$ cat src/rtl/cla_subtractor_pipe_if.sv
// Operand/result handshake bundle for the pipelined CLA subtractor.
// master = producer/consumer side, slave = subtractor side.
interface cla_subtractor_pipe_if #(
    parameter int WIDTH = 32
);
    logic             in_valid;
    logic             in_ready;
    logic [WIDTH-1:0] a;
    logic [WIDTH-1:0] b;
    logic             bin;
    logic             out_valid;
    logic             out_ready;
    logic [WIDTH-1:0] diff;
    logic             bout;
    logic             ovf;

    modport master (
        output in_valid, a, b, bin, out_ready,
        input  in_ready, out_valid, diff, bout, ovf
    );

    modport slave (
        input  in_valid, a, b, bin, out_ready,
        output in_ready, out_valid, diff, bout, ovf
    );
endinterface

$ cat src/rtl/cla_subtractor_pipe.sv
// Two-stage pipelined carry-lookahead subtractor: diff = A - B - Bin.
// Optional saturation of diff on signed overflow via `define SATURATE_EN.
module cla_subtractor_pipe #(
    parameter int WIDTH = 32
) (
    input  logic                 clk,
    input  logic                 rst_n,
    cla_subtractor_pipe_if.slave io
);
    localparam int LO = WIDTH / 2;

    typedef struct packed {
        logic [LO-1:0] lo;
        logic          c;
        logic [LO-1:0] a_hi;
        logic [LO-1:0] nb_hi;
    } s1_t;

    typedef struct packed {
        logic [WIDTH-1:0] diff;
        logic             bout;
        logic             ovf;
    } s2_t;

    // Kogge-Stone prefix adder; returns {carry_out, sum}.
    function automatic logic [LO:0] cla(
        input logic [LO-1:0] x,
        input logic [LO-1:0] y,
        input logic          cin
    );
        logic [LO-1:0] g;
        logic [LO-1:0] p;
        logic [LO-1:0] gg;
        logic [LO-1:0] pp;
        logic [LO-1:0] c;
        g  = x & y;
        p  = x ^ y;
        gg = g;
        pp = p;
        // Descending i keeps gg/pp[i-d] at the previous level's value.
        for (int d = 1; d < LO; d = d * 2) begin
            for (int i = LO - 1; i >= d; i--) begin
                gg[i] = gg[i] | (pp[i] & gg[i-d]);
                pp[i] = pp[i] & pp[i-d];
            end
        end
        c[0] = cin;
        for (int i = 1; i < LO; i++) begin
            c[i] = gg[i-1] | (pp[i-1] & cin);
        end
        return {gg[LO-1] | (pp[LO-1] & cin), p ^ c};
    endfunction

    logic s1_valid_q;
    logic s1_valid_d;
    s1_t  s1_q;
    s1_t  s1_d;
    logic s2_valid_q;
    logic s2_valid_d;
    s2_t  s2_q;
    s2_t  s2_d;

    logic             s2_adv;
    logic             s1_adv;
    logic             in_fire;
    logic             s2_fire;
    logic [LO:0]      lo_sum;
    logic [LO:0]      hi_sum;
    logic [WIDTH-1:0] raw;
    logic [WIDTH-1:0] res;
    logic             a_msb;
    logic             b_msb;
    logic             ovf_raw;

    // Handshake: a stage may move when the one after it can take its beat.
    always_comb begin
        s2_adv  = !s2_valid_q || io.out_ready;
        s1_adv  = !s1_valid_q || s2_adv;
        in_fire = io.in_valid && s1_adv;
        s2_fire = s1_valid_q && s2_adv;
    end

    assign io.in_ready  = s1_adv;
    assign io.out_valid = s2_valid_q;
    assign io.diff      = s2_q.diff;
    assign io.bout      = s2_q.bout;
    assign io.ovf       = s2_q.ovf;

    // Stage 1: low half of A + ~B + ~Bin, carry the high operands forward.
    always_comb begin
        lo_sum     = cla(io.a[LO-1:0], ~io.b[LO-1:0], ~io.bin);
        s1_valid_d = s1_valid_q;
        s1_d       = s1_q;
        if (s1_adv) begin
            s1_valid_d = io.in_valid;
        end
        if (in_fire) begin
            s1_d.lo    = lo_sum[LO-1:0];
            s1_d.c     = lo_sum[LO];
            s1_d.a_hi  = io.a[WIDTH-1:LO];
            s1_d.nb_hi = ~io.b[WIDTH-1:LO];
        end
    end

    // Stage 2: high half from the stage-1 carry, then flags.
    always_comb begin
        hi_sum  = cla(s1_q.a_hi, s1_q.nb_hi, s1_q.c);
        raw     = {hi_sum[LO-1:0], s1_q.lo};
        a_msb   = s1_q.a_hi[LO-1];
        b_msb   = ~s1_q.nb_hi[LO-1];
        ovf_raw = (a_msb != b_msb) && (raw[WIDTH-1] != a_msb);
`ifdef SATURATE_EN
        if (ovf_raw) begin
            res = a_msb ? {1'b1, {(WIDTH-1){1'b0}}}
                        : {1'b0, {(WIDTH-1){1'b1}}};
        end else begin
            res = raw;
        end
`else
        res = raw;
`endif
        s2_valid_d = s2_valid_q;
        s2_d       = s2_q;
        if (s2_adv) begin
            s2_valid_d = s1_valid_q;
        end
        if (s2_fire) begin
            s2_d.diff = res;
            s2_d.bout = ~hi_sum[LO];
            s2_d.ovf  = ovf_raw;
        end
    end

    // Pipeline registers; reset drops any in-flight beats.
    always_ff @(posedge clk or negedge rst_n) begin
        if (!rst_n) begin
            s1_valid_q <= 1'b0;
            s1_q       <= '0;
            s2_valid_q <= 1'b0;
            s2_q       <= '0;
        end else begin
            s1_valid_q <= s1_valid_d;
            s1_q       <= s1_d;
            s2_valid_q <= s2_valid_d;
            s2_q       <= s2_d;
        end
    end
endmodule

$ cat src/flat_wrapper.sv
// flat-port wrapper written by rule: the top's interface ports become plain ports
module cla_subtractor_pipe_flat 
#(
    parameter int WIDTH = 32
)
  (clk, rst_n, io_in_valid, io_a, io_b, io_bin, io_out_ready, io_in_ready, io_out_valid, io_diff, io_bout, io_ovf);
  cla_subtractor_pipe_if #(.WIDTH(WIDTH)) io_i ();
  input  logic clk;
  input  logic rst_n;
  input wire logic [$bits(io_i.in_valid)-1:0] io_in_valid;
  input wire logic [$bits(io_i.a)-1:0] io_a;
  input wire logic [$bits(io_i.b)-1:0] io_b;
  input wire logic [$bits(io_i.bin)-1:0] io_bin;
  input wire logic [$bits(io_i.out_ready)-1:0] io_out_ready;
  output wire logic [$bits(io_i.in_ready)-1:0] io_in_ready;
  output wire logic [$bits(io_i.out_valid)-1:0] io_out_valid;
  output wire logic [$bits(io_i.diff)-1:0] io_diff;
  output wire logic [$bits(io_i.bout)-1:0] io_bout;
  output wire logic [$bits(io_i.ovf)-1:0] io_ovf;
  assign io_i.in_valid = io_in_valid;
  assign io_i.a = io_a;
  assign io_i.b = io_b;
  assign io_i.bin = io_bin;
  assign io_i.out_ready = io_out_ready;
  assign io_in_ready = io_i.in_ready;
  assign io_out_valid = io_i.out_valid;
  assign io_diff = io_i.diff;
  assign io_bout = io_i.bout;
  assign io_ovf = io_i.ovf;
  cla_subtractor_pipe #(.WIDTH(WIDTH)) u_core (.clk(clk), .rst_n(rst_n), .io(io_i));
endmodule
$ cat config.mk
export PLATFORM = sky130hd
export DESIGN_NAME = cla_subtractor_pipe_flat
export DESIGN_NICKNAME = d
export VERILOG_FILES = /design/src/rtl/cla_subtractor_pipe_if.sv /design/src/rtl/cla_subtractor_pipe.sv /design/src/flat_wrapper.sv
export SDC_FILE = /design/constraint.sdc
export NUM_CORES = 1
export LEC_CHECK = 0
export CELL_PAD_IN_SITES_DETAIL_PLACEMENT = 1
export CELL_PAD_IN_SITES_GLOBAL_PLACEMENT = 1
export CORE_MARGIN = 1.5
export CORE_UTILIZATION = 35
export CTS_BUF_LIST = sky130_fd_sc_hd__clkbuf_8
export DETAILED_ROUTE_END_ITERATION = 12
export PLACE_DENSITY_LB_ADDON = 0.15
export SYNTH_ARGS = -nofsm -noshare
export SYNTH_HDL_FRONTEND = slang
export SYNTH_SLANG_ARGS = --single-unit
export TNS_END_PERCENT = 10
$ cat constraint.sdc
create_clock -name clk -period 2.1 [get_ports clk]
set_input_delay 0.42 -clock clk [delete_from_list [all_inputs] [get_ports clk]]
set_output_delay 0.42 -clock clk [all_outputs]
set_load 0.01 [all_outputs]
### Word-level counts from Yosys, hierarchy flattened

Cells that the tools add are included.

* register bits after elaboration: 85
* input bits: 69
* output and inout port bits: 36
* word-level logic and storage cells: 387

* eq/ne operators: 2
* bitwise logic cells: 369
* reductions and logical operators: 7

Operators with widths (number)
* AND 1 bit: 228
* OR 1 bit: 130
* bitwise XOR 16 bit: 4
* AND 16 bit: 2
* inverter 16 bit: 2
* logical AND 1 bit: 3
* inverter 1 bit: 3
* logical NOT 1 bit: 2
* logical OR 1 bit: 2
* != test 1 bit: 2

### Longest topological paths before layout

* depth after elaboration: 12
* mapped depth: 8
* depth with buffers taken out: 8

### Least setup slack after synthesis

Ideal clock, no wire load.

* path kind: input port to flip-flop
* from: input io_b[0]
* to: register u_core.s1_q (netlist bit u_core.raw[7])
* library setup time: 120 ps
* arrival: 1986 ps
* data required time: 1980 ps
* setup slack: -6 ps
* stages on the path: 8
* path buffers: 0
* cell sequence: inv_1 -> ha_1 -> nor2b_1 -> o31ai_4 -> a21oi_1 -> o21a_1 -> or3_1 -> a31o_2

* word-level cells in the longest chain between the ends: 8
* elaborated cells between the ends (all ways): 12
* those cells by class: 12 x bitwise

RTL lines
* start: declaration: RTL line flat_wrapper.sv:12 `input wire logic [$bits(io_i.b)-1:0] io_b;`
* inverter 16 bit *: RTL line cla_subtractor_pipe.sv:91 `lo_sum = cla(io.a[LO-1:0], ~io.b[LO-1:0], ~io.bin);`
* AND 16 bit: RTL line cla_subtractor_pipe.sv:36 `g = x & y;`
* AND 1 bit: RTL line cla_subtractor_pipe.sv:43 `gg[i] = gg[i] | (pp[i] & gg[i-d]);`
* OR 1 bit: RTL line cla_subtractor_pipe.sv:43
* AND 1 bit: RTL line cla_subtractor_pipe.sv:43
* OR 1 bit: RTL line cla_subtractor_pipe.sv:43
* OR 1 bit *: RTL line cla_subtractor_pipe.sv:49 `c[i] = gg[i-1] | (pp[i-1] & cin);`
* bitwise XOR 16 bit *: RTL line cla_subtractor_pipe.sv:51 `return {gg[LO-1] | (pp[LO-1] & cin), p ^ c};`
* end signal: assignment: RTL line cla_subtractor_pipe.sv:138 `s1_q <= '0;`
* end signal: assignment: RTL line cla_subtractor_pipe.sv:143 `s1_q <= s1_d;`
* end: declaration: RTL line cla_subtractor_pipe.sv:56 `s1_t s1_q;`

Mark *: on every way between the ends. The rest lies on a longest branch, timed or not.
A chain may end at the register's enable or synchronous reset.

### Worst setup path in the final report

* from: input io_a[7]
* to: register u_core.s1_q (netlist bit u_core.raw[14])

* word-level cells in the longest chain between the ends: 10
* elaborated cells between the ends (all ways): 17
* those cells by class: 17 x bitwise

RTL lines
* start: declaration: RTL line flat_wrapper.sv:11 `input wire logic [$bits(io_i.a)-1:0] io_a;`
* bitwise XOR 16 bit: RTL line cla_subtractor_pipe.sv:37 `p = x ^ y;`
* AND 1 bit: RTL line cla_subtractor_pipe.sv:43
* OR 1 bit: RTL line cla_subtractor_pipe.sv:43
* AND 1 bit: RTL line cla_subtractor_pipe.sv:43
* OR 1 bit: RTL line cla_subtractor_pipe.sv:43
* AND 1 bit: RTL line cla_subtractor_pipe.sv:43
* OR 1 bit (2 in a row): RTL line cla_subtractor_pipe.sv:43
* OR 1 bit *: RTL line cla_subtractor_pipe.sv:49
* bitwise XOR 16 bit *: RTL line cla_subtractor_pipe.sv:51

Marks and branches as above.

==> run metrics <==
status finished, final reports clean; fin nets 729; Pint 3.84 mW; Clock Power Share 0.211; main flop type after synthesis dfrtp_1; Max IR drop VDD 0.331 mV; Vias/cell 4.94; total power 5.64 mW; Slew Limit Fails 0; clock sink count 85; Worst Clk Skew 10.1 ps; row cnt 41; post-synth top area share 0.472; Yosys reg bits 85; Power per Cell Area 852 nW/um^2; gr usage total 0.186; Startpoint Class input port; via count 3960; RSZ-0062 raised after global routing yes; CTS H-tree lvls 3; WL final 12.0 mm; sequential share of power 0.403; vias in the first global route 4186; Net Count, Synth 572; min Tclk post-route 2100 ps; Leakage 3.04 nW; Post-synth EDFFs 0; Max Root-Sink Buffers 2; die width 116 um; dpl hpwl 9.01 mm; drt first pass iters 4; area of the multi-input gates 2470 sq um; CP arrival 2380 ps; critical path peak fanout 4; Yosys cell types 49; post-synth top area cell dfrtp_1; placed cell count 785; CTS root buffer clkbuf_8; crit end category register; initial core utilization 0.359; WHS 51.0 ps; routed len/inst 15.0 um; R2R Setup Slk 90 ps; Remaining DRCs 0; part of the Yosys area used for sequential elements 0.472; final core occ 0.527; initial antenna violation count 0; Critical Path RT 2380 ps; largest net degree at the start of global routing 48; gp weighted congestion 0.793; Syn Std Cell Area 4510 sq um; ANT nets after route 0; Inserted Diodes 0; fillers 1422; total negative slack 0 ps; die area 13600 sq um; DRT iter0 DRCs 171; Die Ht 116 um; global-route wire length before repair 19.7 mm; Num CTS Buffers 9; fin cells 802; FMAX 476 MHz; Final setup viols 0; core area 12600 sq um; number of max-cap violations 0; Min-Delay Path Class input port to asynchronous set/reset pin; Final Cycle Share 1.00; combinational power share 0.386; share of post-route cells with drive strength above 1 0.216; kind of critical path input port to register; Layout area overhead 46.8%; Slew HR 0.607; total net switching power 1.80 mW; clk_lat worst skew 360 ps; Avg Synthesized Cell Area 9.61 sq um; PortBufs 104; Worst-Margin Slew 590 ps; top cells by area, synth dfrtp_1, ha_1, nand2_1; Sw Share 0.319; Top-Level Pins 105; grt total ovfl 0; Ys Warns 0; Clock transition at path regs 80 ps; CTS tree built; Hold Vio Cnt, Final 0; Post-Synthesis Cells 469; ys async rst share 1.00; FF+latch area 2130 sq um
-- metrics by stage --
stage | worst slack (ps) | instance area (sq um)
after detailed placement | -601 | 6160
after global routing | -59.5 | 6620
after global placement | -555 | 6160
final | 0.463 | 6620
after floorplan | 0.722 | 4510
after CTS | -56.7 | 6460
-- path summary, 6_finish.rpt --
check / from / end / cells after the start
worst max-delay path: io_a[7] / u_core.raw[14]$_DFFE_PN0P_ / 9
worst min-delay path: rst_n / u_core.io.diff[21]$_DFFE_PN0P_ / 1
worst max register to register: u_core.s1_q[10]$_DFFE_PN0P_ / u_core.io.ovf$_DFFE_PN0P_ / 7
worst min register to register: u_core.s1_q[23]$_DFFE_PN0P_ / u_core.s1_q[23]$_DFFE_PN0P_ / 2
max in group asynchronous: rst_n / u_core.raw[14]$_DFFE_PN0P_ / 2
min in group clk: u_core.s1_q[23]$_DFFE_PN0P_ / u_core.s1_q[23]$_DFFE_PN0P_ / 2
-- worst max-delay path, stage by stage --
cell	delay (ps)
clkdlybuf4s50_1	460
ha_4	300
and4_1	200
o21ai_2	80
a21oi_4	190
nor4_4	70
buf_4	140
or3_1	340
a31oi_1	160
-- state kept, by name (all words and copies together), names as in the netlist --
name,flops
u_core.raw,16
u_core.io.diff,32
u_core.io.bout,1
u_core.a_msb,1
u_core.io.ovf,1
u_core.io.out_valid,1
u_core.s1_q,32
u_core.s1_valid_q,1
-- cell usage in the layout (no fill, tap or decap), types with 12 or more instances in the layout --
cell type / count
o21ai_0: 41
nand3_1: 12
ha_1: 21
dfrtp_1: 85
nand2_1: 94
buf_4: 57
inv_1: 20
mux2_2: 18
clkdlybuf4s50_1: 86
-- cell families after synthesis --
logic type      Yosys count  share of synthesized area
fa+ha+maj                34                     0.0977
flops                    85                      0.472
mux                      18                     0.0450
xor+xnor                 11                     0.0214
buf+inv                  43                     0.0358
simple gates            163                      0.163
compound gates          115                      0.165
-- synth_stat cells, drive strengths merged (5+ instances only) --
library cell / n
nand2: 97
dfrtp: 85
o21ai: 47
ha: 32
inv: 27
mux2: 18
a21oi: 17
clkbuf: 13
nand3: 12
nor3: 12
o31ai: 11
nor2: 9
nand2b: 8
o21a: 8
a21o: 7
xnor2: 6
a211oi: 5
or3: 5
xor2: 5
-- final cells by class --
class / count / share of cell area
clock buffer: 11 / 0.0229
clock inverter: 4 / 0.00718
inverter: 27 / 0.0153
multi-input combinational: 341 / 0.373
sequential: 85 / 0.321
tap: 172 / 0.0325
timing repair buffer: 162 / 0.228
-- power by group through the flow --
stage	Combinational [mW]	Sequential (mW)	Clock (mW)
floorplan	0.906	2.35	0
global placement	2.02	2.29	0
detailed placement	2.09	2.31	0
CTS	2.13	2.28	1.23
global route	2.41	2.33	1.28
finish	2.18	2.27	1.19
-- per-layer routing --
metal | GRT usage | part of all wire
met4 | 0.0683 | 0.015
met3 | 0.0254 | 0.036
met2 | 0.337 | 0.51
met1 | 0.226 | 0.44
met5 | 0 | 0
-- repair_timing --
item	4_1_cts	5_1_grt
endpoints found under the setup margin	22	19
resized for setup	30	35
pin swaps	23	20
hold buffers	0	0
setup buffers	1	1
hold endpoints to repair	0	0
Power figures use the tool's default switching activity.
